File: config.mk
export PLATFORM = sky130hd
export DESIGN_NAME = wishbone_slave_to_rtsnoc
export DESIGN_NICKNAME = d
export VERILOG_FILES = /design/src/rtl/rtsnoc_wb_pkg.sv /design/src/rtl/rtsnoc_hdr_codec.sv /design/src/rtl/wishbone_slave_to_rtsnoc.sv
export SDC_FILE = /design/constraint.sdc
export NUM_CORES = 1
export LEC_CHECK = 0
export ABC_CLOCK_PERIOD_IN_PS = 3400
export CAP_MARGIN = 20
export CORE_ASPECT_RATIO = 0.9
export CORE_UTILIZATION = 46
export CTS_CLUSTER_SIZE = 8
export DETAILED_ROUTE_END_ITERATION = 10
export PLACE_DENSITY = 0.87
export SLEW_MARGIN = 20
export SYNTH_ARGS = -nofsm -noshare
export SYNTH_HDL_FRONTEND = slang
export SYNTH_SLANG_ARGS = --single-unit
export TNS_END_PERCENT = 30
File: constraint.sdc
create_clock -name clk_i -period 3.4 [get_ports clk_i]
set_clock_uncertainty 0.1 [all_clocks]
set_input_delay 0.68 -clock clk_i [delete_from_list [all_inputs] [get_ports clk_i]]
set_output_delay 0.68 -clock clk_i [all_outputs]
set_load 0.1 [all_outputs]
File: src/rtl/rtsnoc_wb_pkg.sv
// Shared definitions for the Wishbone <-> RTSNoC bridges (slave and master side).
// Holds the payload opcode encoding, default packet size and bridge FSM states.
package rtsnoc_wb_pkg;

    localparam int unsigned PKT_SIZE = 32;
    localparam int unsigned OP_WIDTH = 3;

    typedef enum logic [OP_WIDTH-1:0] {
        OP_WRITE = 3'd0,
        OP_READ  = 3'd1,
        OP_INT   = 3'd2
    } opcode_e;

    typedef enum logic [1:0] {
        ST_IDLE,
        ST_SEND_CMD,
        ST_SEND_DATA,
        ST_WAIT_RESP
    } state_e;

endpackage

File: src/rtl/rtsnoc_hdr_codec.sv
// RTSNoC flit header codec (combinational).
// Packs the constant tx header {X_orig,Y_orig,local_orig,X_dst,Y_dst,local_dst}
// in front of the payload and splits a received flit into header and payload.
module rtsnoc_hdr_codec #(
    parameter int unsigned DATA_WIDTH        = 32,
    parameter int unsigned SOC_SIZE_X        = 1,
    parameter int unsigned SOC_SIZE_Y        = 1,
    parameter int unsigned NOC_LOCAL_ADR     = 0,
    parameter int unsigned NOC_X             = 0,
    parameter int unsigned NOC_Y             = 0,
    parameter int unsigned NOC_LOCAL_ADR_TGT = 0,
    parameter int unsigned NOC_X_TGT         = 0,
    parameter int unsigned NOC_Y_TGT         = 0,
    localparam int unsigned HDR_WIDTH        = 2*SOC_SIZE_X + 2*SOC_SIZE_Y + 6,
    localparam int unsigned BUS_WIDTH        = DATA_WIDTH + HDR_WIDTH
) (
    input  logic [DATA_WIDTH-1:0] tx_data,
    output logic [BUS_WIDTH-1:0]  tx_flit,
    input  logic [BUS_WIDTH-1:0]  rx_flit,
    output logic [DATA_WIDTH-1:0] rx_data,
    output logic [HDR_WIDTH-1:0]  rx_hdr
);

    localparam logic [SOC_SIZE_X-1:0] X_ORIG = SOC_SIZE_X'(NOC_X);
    localparam logic [SOC_SIZE_Y-1:0] Y_ORIG = SOC_SIZE_Y'(NOC_Y);
    localparam logic [2:0]            L_ORIG = 3'(NOC_LOCAL_ADR);
    localparam logic [SOC_SIZE_X-1:0] X_DST  = SOC_SIZE_X'(NOC_X_TGT);
    localparam logic [SOC_SIZE_Y-1:0] Y_DST  = SOC_SIZE_Y'(NOC_Y_TGT);
    localparam logic [2:0]            L_DST  = 3'(NOC_LOCAL_ADR_TGT);

    assign tx_flit = {X_ORIG, Y_ORIG, L_ORIG, X_DST, Y_DST, L_DST, tx_data};
    assign rx_data = rx_flit[DATA_WIDTH-1:0];
    assign rx_hdr  = rx_flit[BUS_WIDTH-1:DATA_WIDTH];

endmodule

File: src/rtl/wishbone_slave_to_rtsnoc.sv
// Wishbone classic slave to RTSNoC bridge.
// Each Wishbone access becomes a command flit (plus a data flit for writes) to
// the remote bridge; reads wait for the first returned flit. Unsolicited INT
// flits raise int_o. Optional read timeout: define WB_RTSNOC_RD_TIMEOUT_EN.
module wishbone_slave_to_rtsnoc
    import rtsnoc_wb_pkg::*;
#(
    parameter int unsigned WB_ADDR_WIDTH     = 6,
    parameter int unsigned WB_NOC_DATA_WIDTH = 32,
    parameter int unsigned NOC_LOCAL_ADR     = 0,
    parameter int unsigned NOC_X             = 0,
    parameter int unsigned NOC_Y             = 0,
    parameter int unsigned NOC_LOCAL_ADR_TGT = 0,
    parameter int unsigned NOC_X_TGT         = 0,
    parameter int unsigned NOC_Y_TGT         = 0,
    parameter int unsigned SOC_SIZE_X        = 1,
    parameter int unsigned SOC_SIZE_Y        = 1,
    parameter int unsigned RD_TIMEOUT_CYCLES = 1024,
    localparam int unsigned NOC_BUS_SIZE     = WB_NOC_DATA_WIDTH + 2*SOC_SIZE_X + 2*SOC_SIZE_Y + 6
) (
    input  logic                         clk_i,
    input  logic                         rst_n_i,
    input  logic                         wb_cyc_i,
    input  logic                         wb_stb_i,
    input  logic                         wb_we_i,
    input  logic [WB_ADDR_WIDTH-1:0]     wb_adr_i,
    input  logic [3:0]                   wb_sel_i,
    input  logic [WB_NOC_DATA_WIDTH-1:0] wb_dat_i,
    output logic [WB_NOC_DATA_WIDTH-1:0] wb_dat_o,
    output logic                         wb_ack_o,
    output logic                         wb_err_o,
    output logic                         int_o,
    output logic [NOC_BUS_SIZE-1:0]      noc_din_o,
    output logic                         noc_wr_o,
    output logic                         noc_rd_o,
    input  logic [NOC_BUS_SIZE-1:0]      noc_dout_i,
    input  logic                         noc_wait_i,
    input  logic                         noc_nd_i
);

    localparam int unsigned DW = WB_NOC_DATA_WIDTH;
    localparam int unsigned HW = NOC_BUS_SIZE - DW;

    state_e                   state;
    logic [WB_ADDR_WIDTH-1:0] adr_q;
    logic [DW-1:0]            dat_q;
    logic                     we_q;
    logic [DW-1:0]            tx_data;
    logic [DW-1:0]            rx_data;
    logic [HW-1:0]            rx_hdr;
    logic [DW-1:0]            cmd_word;
    logic                     req;
    logic                     rx_ready;
    logic                     unused_bits;

    rtsnoc_hdr_codec #(
        .DATA_WIDTH        (DW),
        .SOC_SIZE_X        (SOC_SIZE_X),
        .SOC_SIZE_Y        (SOC_SIZE_Y),
        .NOC_LOCAL_ADR     (NOC_LOCAL_ADR),
        .NOC_X             (NOC_X),
        .NOC_Y             (NOC_Y),
        .NOC_LOCAL_ADR_TGT (NOC_LOCAL_ADR_TGT),
        .NOC_X_TGT         (NOC_X_TGT),
        .NOC_Y_TGT         (NOC_Y_TGT)
    ) u_codec (
        .tx_data (tx_data),
        .tx_flit (noc_din_o),
        .rx_flit (noc_dout_i),
        .rx_data (rx_data),
        .rx_hdr  (rx_hdr)
    );

    // Byte selects are ignored (full-word only); the latched address is kept
    // for visibility, its value already went out in the command word.
    assign unused_bits = ^{wb_sel_i, rx_hdr, adr_q};

    // A new request is taken only once the previous termination has cleared.
    assign req = wb_cyc_i & wb_stb_i & ~wb_ack_o & ~wb_err_o;
    // The router keeps noc_nd_i up for the cycle after a pop, so skip that cycle.
    assign rx_ready = noc_nd_i & ~noc_rd_o;

`ifdef WB_RTSNOC_RD_TIMEOUT_EN
    logic        err_q;
    logic [31:0] to_cnt;
    assign wb_err_o = err_q;
`else
    assign wb_err_o = 1'b0;
`endif

    // Command word {opcode, zeros, address} for the request on the bus this cycle.
    always_comb begin
        cmd_word = '0;
        cmd_word[DW-1 -: OP_WIDTH] = wb_we_i ? OP_WRITE : OP_READ;
        cmd_word[WB_ADDR_WIDTH-1:0] = wb_adr_i;
    end

    // Bridge FSM with registered strobes, terminations and tx payload.
    always_ff @(posedge clk_i or negedge rst_n_i) begin
        if (!rst_n_i) begin
            state    <= ST_IDLE;
            adr_q    <= '0;
            dat_q    <= '0;
            we_q     <= 1'b0;
            tx_data  <= '0;
            noc_wr_o <= 1'b0;
            noc_rd_o <= 1'b0;
            wb_ack_o <= 1'b0;
            wb_dat_o <= '0;
            int_o    <= 1'b0;
`ifdef WB_RTSNOC_RD_TIMEOUT_EN
            err_q    <= 1'b0;
            to_cnt   <= '0;
`endif
        end else begin
            noc_wr_o <= 1'b0;
            noc_rd_o <= 1'b0;
            wb_ack_o <= 1'b0;
            int_o    <= 1'b0;
`ifdef WB_RTSNOC_RD_TIMEOUT_EN
            err_q    <= 1'b0;
`endif
            // Flits arriving outside a read are unsolicited: only INT matters.
            if (state != ST_WAIT_RESP && rx_ready) begin
                noc_rd_o <= 1'b1;
                if (rx_data[DW-1 -: OP_WIDTH] == OP_INT) begin
                    int_o <= 1'b1;
                end
            end
            case (state)
                ST_IDLE: begin
                    if (req) begin
                        adr_q    <= wb_adr_i;
                        dat_q    <= wb_dat_i;
                        we_q     <= wb_we_i;
                        tx_data  <= cmd_word;
                        noc_wr_o <= 1'b1;
                        state    <= ST_SEND_CMD;
                    end
                end
                ST_SEND_CMD: begin
                    if (!noc_wait_i) begin
                        if (we_q) begin
                            tx_data  <= dat_q;
                            noc_wr_o <= 1'b1;
                            state    <= ST_SEND_DATA;
                        end else begin
`ifdef WB_RTSNOC_RD_TIMEOUT_EN
                            to_cnt <= '0;
`endif
                            state  <= ST_WAIT_RESP;
                        end
                    end
                end
                ST_SEND_DATA: begin
                    if (!noc_wait_i) begin
                        wb_ack_o <= 1'b1;
                        state    <= ST_IDLE;
                    end
                end
                ST_WAIT_RESP: begin
                    if (rx_ready) begin
                        noc_rd_o <= 1'b1;
                        wb_dat_o <= rx_data;
                        wb_ack_o <= 1'b1;
                        state    <= ST_IDLE;
                    end
`ifdef WB_RTSNOC_RD_TIMEOUT_EN
                    else if (to_cnt == RD_TIMEOUT_CYCLES - 1) begin
                        err_q    <= 1'b1;
                        wb_dat_o <= '0;
                        state    <= ST_IDLE;
                    end else begin
                        to_cnt <= to_cnt + 32'd1;
                    end
`endif
                end
                default: state <= ST_IDLE;
            endcase
        end
    end

endmodule

# Yosys cells after proc, flatten, opt, wreduce, memory -nomap -nowiden
# Index checks and enable logic that the tools add are counted.
dict set report classes {
  n_bitwise 5
  div 0
  n_mux 23
  mul 0
  order_cmp 0
  eq_ne 10
  add_sub_neg 0
  shift 0
  n_reduce_logical 7
}
# cell count
set ops {}
lappend ops {{32-bit two-way mux} 3}
lappend ops {{32-bit case mux with 2 select lines} 1}
lappend ops {{1-bit two-way mux} 12}
lappend ops {{2-bit inequality test, second input constant} 6}
lappend ops {{2-bit two-way mux} 4}
lappend ops {{2-bit case mux with 4 select lines} 1}
lappend ops {{4-bit AND reduction} 2}
lappend ops {{2-bit equality test, second input constant} 2}
lappend ops {{1-bit case mux with 2 select lines} 2}
lappend ops {{2-bit AND reduction} 2}
lappend ops {{1-bit AND} 3}
lappend ops {{3-bit by 2-bit equality test with 1-bit output, second input constant} 1}
lappend ops {{2-bit by 1-bit equality test with 1-bit output, second input constant} 1}
lappend ops {{2-bit zero test} 1}
lappend ops {{1-bit inverter} 2}
lappend ops {{2-bit nonzero test} 1}
lappend ops {{1-bit logical AND} 1}
dict set report word_totals {
  memories 0
  mem_bits_rw 0
  word_cells 54
  mem_bits_ro 0
  output_inout_bits 79
  input_bits 91
  register_bits 103
  latch_bits 0
}

# Longest topological paths before layout
dict set report logic_depth {
  word_depth 6
  mapped_depth 7
}

# By module
# A second synthesis with hierarchy kept.
dict set report hier_totals {
  cells_unflattened 391
  area_unflattened_um2 4758.3
}
# module area_per_inst_um2 cells_per_inst seq_area_each_um2 n_inst
set by_module_without_submodules {}
lappend by_module_without_submodules {wishbone_slave_to_rtsnoc 4124.0 306 2577.5 1}
lappend by_module_without_submodules {rtsnoc_hdr_codec 634.4 85 0.0 1}

# Least setup slack after synthesis
# No wires, ideal clock.
dict set report synth_timing {
  path_type {register to register}
  from {register noc_rd_o}
  to {register wb_dat_o[0]}
  stages_incl_launch_ff 5
  period_less_slack_ns 2.152
  path_buffers 1
  path_slack_ns 1.248
  setup_ns 0.126
  arrival_time_ns 1.926
  cell_sequence {dfrtp_1 -> and2b_1 -> nand3_1 -> buf_2 -> mux2_2}
}
dict set report synth_between {
  elab_chain_cells 3
}
# item line_no
set synth_rtl {}
lappend synth_rtl {{start: declaration} wishbone_slave_to_rtsnoc.sv:35} ;# output logic noc_rd_o,
lappend synth_rtl {{start signal: assignment} wishbone_slave_to_rtsnoc.sv:107} ;# noc_rd_o <= 1'b0;
lappend synth_rtl {{start signal: assignment} wishbone_slave_to_rtsnoc.sv:117} ;# noc_rd_o <= 1'b0;
lappend synth_rtl {{start signal: assignment} wishbone_slave_to_rtsnoc.sv:125} ;# noc_rd_o <= 1'b1;
lappend synth_rtl {{1-bit inverter} wishbone_slave_to_rtsnoc.sv:81} ;# assign rx_ready = noc_nd_i & ~noc_rd_o;
lappend synth_rtl {{1-bit AND} wishbone_slave_to_rtsnoc.sv:81}
lappend synth_rtl {{2-bit AND reduction (no line)} n/a}
lappend synth_rtl {{end signal: assignment} wishbone_slave_to_rtsnoc.sv:164} ;# wb_dat_o <= rx_data;
lappend synth_rtl {{end: declaration} wishbone_slave_to_rtsnoc.sv:29} ;# output logic [WB_NOC_DATA_WIDTH-1:0] wb_dat_o,
# No other way between the ends.
# A chain may end at the register's enable or synchronous reset.

# Worst setup path after layout
dict set report layout_timing {
  from {input noc_wait_i}
  to {register tx_data[5]}
}
dict set report layout_between {
  elab_chain_cells 2
}
# item line_no
set layout_rtl {}
lappend layout_rtl {{start: declaration} wishbone_slave_to_rtsnoc.sv:37} ;# input logic noc_wait_i,
lappend layout_rtl {{2-bit inequality test (no line)} n/a}
lappend layout_rtl {{4-bit AND reduction (no line)} n/a}
lappend layout_rtl {{end signal: assignment} wishbone_slave_to_rtsnoc.sv:136} ;# tx_data <= cmd_word;
lappend layout_rtl {{end signal: assignment} wishbone_slave_to_rtsnoc.sv:144} ;# tx_data <= dat_q;
lappend layout_rtl {{end: declaration} wishbone_slave_to_rtsnoc.sv:48} ;# logic [DW-1:0] tx_data;
# No other way between the ends.

==> impl_metrics.toml <==
[floorplanning]
initial_utilization = 0.481
dieHeight_um = 92.6
die_area_um2 = 9520
ios = 170
die_w_um = 103
design.core.area_um2 = 8730
num_rows = 32

[finish]
multi_input_area_um2 = 1410
fill_cells = 685
n_antenna_cell = 0
fin_cells = 580
nets = 547
syn2layout_area_growth_pct = 37.4
drive_gt1_frac = 0.345
seqCellArea_um2 = 2580

[grt]
track_usage = 0.204
grt.busiest_layer = "met2"
grt_max_degree = 92
grtUsageMet1 = 0.250
grt_pass1_wl_um = 14800
antenna_found_initial = 0
grt-ovfl-total = 0
grt_util_met2 = 0.335
first_global_vias = 3061
grt_use_met3 = 0.0732

[synth]
synth_top_area_share = 0.614
syn_area_um2 = 4200
yosysSeqAreaShare = 0.614
synth_area_leaders = "dfrtp_1 (61%), mux2_2 (14%), nand2_1 (4.6%), mux2_4 (3.6%), o21ai_0 (2.9%)"
synth_seq_cells = 103
syn_avg_cell_area_um2 = 13.3
syn_inst = 316
ys_types = 32
yosysTopAreaCell = "dfrtp_1"
ys_warn_count = 0

[worst_setup_path]
end_kind = "register"
crit_chain = "clkdlybuf4s50_1, nand4bb_2, buf_4, o211ai_1, o221a_1"
cp_slowest_stage_delay_ns = 0.65
criticalPathCategory = "in -> reg"
worstPathArrival_ns = 2.58
path_buf_inv = 2
worstPathRequired_ns = 3.60
path_delay_family = "buffers and inverters"
worst_setup_path_start_kind = "input pin"
cp_slowest_cell = "nand4bb_2"
cp_max_fo = 21

[detailed_routing]
remaining_drc_errors = 0
drt-total-wl_um = 8870
wl_per_cell_um = 15.3
drtPass1Iterations = 4
drtAntennaViolNets = 0
drt-initial-drc-count = 80
vias_per_cell = 4.98
vias = 2888

[cts]
clkLatencyLatePin_ns = 0.37
cts-buffers-inserted = 9
cts_resized = 0
cts-hold-fix-buffers = 0
cts_sinks = 103
clock_path_buffers = 2
htreeDepth = 3
cts_tree = "built"
postCtsSetupBuffers = 0
root_buffer = "clkbuf_8"
cts.clk_slew.worst_paths_ns = 0.11

[sta]
max_slew.worst_pin.slew_ns = 0.792
period_share = 0.700
slew_violations = 0
fin_setup_tns_ns = 0
layout_min_cycle_time_ns = 2.38
setup_viol = 0
max_slew_margin = 0.472
rsz0062_at_grt = "no"
max_freq_ghz = 0.420
hold_viol_final = 0

[place]
io_buffers = 144
dp_hpwl_um = 6160
place_inst = 564
gp_congestion = 0.750

[status]
status = "complete, no violations"

[worst_hold_path]
min_path_type = "in -> async"

[flow_run]
maxCapViolCount = 0
-- worst paths after layout --
| path | startpoint | to | slack (ns) | cells past startpoint |
|---|---|---|---|---|
| max reg2reg | state[1]$_DFFE_PN0P_ | dat_q[5]$_DFFE_PN0P_ | 1.27 | 5 |
| min | rst_n_i | tx_data[8]$_DFFE_PN0P_ | 0.28 | 1 |
| max | noc_wait_i | tx_data[5]$_DFFE_PN0P_ | 1.02 | 5 |
| max in group asynchronous | rst_n_i | wb_dat_o[6]$_DFFE_PN0P_ | 2.28 | 2 |
| min in group clk_i | dat_q[28]$_DFFE_PN0P_ | tx_data[28]$_DFFE_PN0P_ | 0.37 | 2 |
| min reg2reg | dat_q[28]$_DFFE_PN0P_ | tx_data[28]$_DFFE_PN0P_ | 0.37 | 2 |
-- flip-flops by register name (all words and copies together), names as in the netlist --
name / count
we_q: 1
dat_q: 32
wb_ack_o: 1
noc_wr_o: 1
wb_dat_o: 32
state: 2
noc_rd_o: 1
tx_data: 32
int_o: 1
-- layout by cell type, fill, tap and decap left out, types with 4 or more instances in the layout --
| cell type | synthesis | routed |
|---|---|---|
| mux2_2 | 54 | 54 |
| buf_4 | 13 | 74 |
| mux2_4 | 10 | 10 |
| nand2_1 | 51 | 51 |
| o21ai_0 | 24 | 24 |
| o211ai_1 | 6 | 6 |
| dfrtp_1 | 103 | 103 |
| conb_1 | 1 | 11 |
| clkbuf_8 | 0 | 9 |
| clkdlybuf4s50_1 | 0 | 75 |
| bufinv_16 | 0 | 4 |
| o221a_1 | 6 | 6 |
| inv_1 | 6 | 6 |
-- layer usage --
layer,vias to the layer above,share of wire
li1,1330,-
met1,1432,0.42
met2,112,0.49
met3,14,0.071
met4,0,0.013
met5,-,0
-- logic make-up (layout without fill, tap and decap cells) --
| family | count (synthesis) | after routing | synth area share |
|---|---|---|---|
| flops | 103 | 103 | 0.614 |
| buf+inv | 38 | 173 | 0.0632 |
| simple gates | 65 | 65 | 0.0721 |
| compound gates | 45 | 45 | 0.0694 |
| other cells | 1 | 11 | 0.000893 |
| mux | 64 | 64 | 0.181 |
-- final cells by class --
class,instances,share of cell area
well taps,119,0.0258
multi-input cells,185,0.245
flip-flops and latches,103,0.447
inverters,6,0.00390
clock buffers,9,0.0215
clock inverters,7,0.0252
repair buffers,151,0.232
-- synth_stat cells --
| master | number |
|---|---|
| nand2_1 | 51 |
| a21oi_1 | 3 |
| clkbuf_1 | 3 |
| a21o_1 | 1 |
| mux2_2 | 54 |
| o221a_1 | 6 |
| or2_1 | 1 |
| a311oi_1 | 1 |
| nor2_8 | 1 |
| nand4bb_1 | 2 |
| buf_4 | 13 |
| nor2_1 | 3 |
| and4b_1 | 1 |
| o2bb2ai_1 | 1 |
| o21ai_0 | 24 |
| buf_12 | 1 |
| nor4bb_1 | 1 |
| nor2b_1 | 2 |
| buf_6 | 3 |
| conb_1 | 1 |
| nand2b_1 | 1 |
| o21ai_1 | 1 |
| buf_8 | 2 |
| buf_2 | 10 |
| dfrtp_1 | 103 |
| o211ai_1 | 6 |
| and2b_1 | 1 |
| nand3_1 | 1 |
| o22ai_1 | 1 |
| inv_1 | 6 |
| mux2_4 | 10 |
| a22oi_1 | 1 |
-- per-stage QoR --
stage                     hold WS [ns]  setup WS [ns]  utilization  area [um2]
after floorplan                  0.284           1.25            -        4240
after global placement           0.355          0.684        0.630        5500
after detailed placement         0.364          0.670        0.630        5500
after CTS                        0.380           1.06        0.661        5770
after global routing             0.330          0.884        0.661        5770
final                            0.276           1.02        0.661        5770
Power is left out: the tool's default activity adds up to more than one toggle a clock period on the data nets, which glitch-free logic cannot reach.
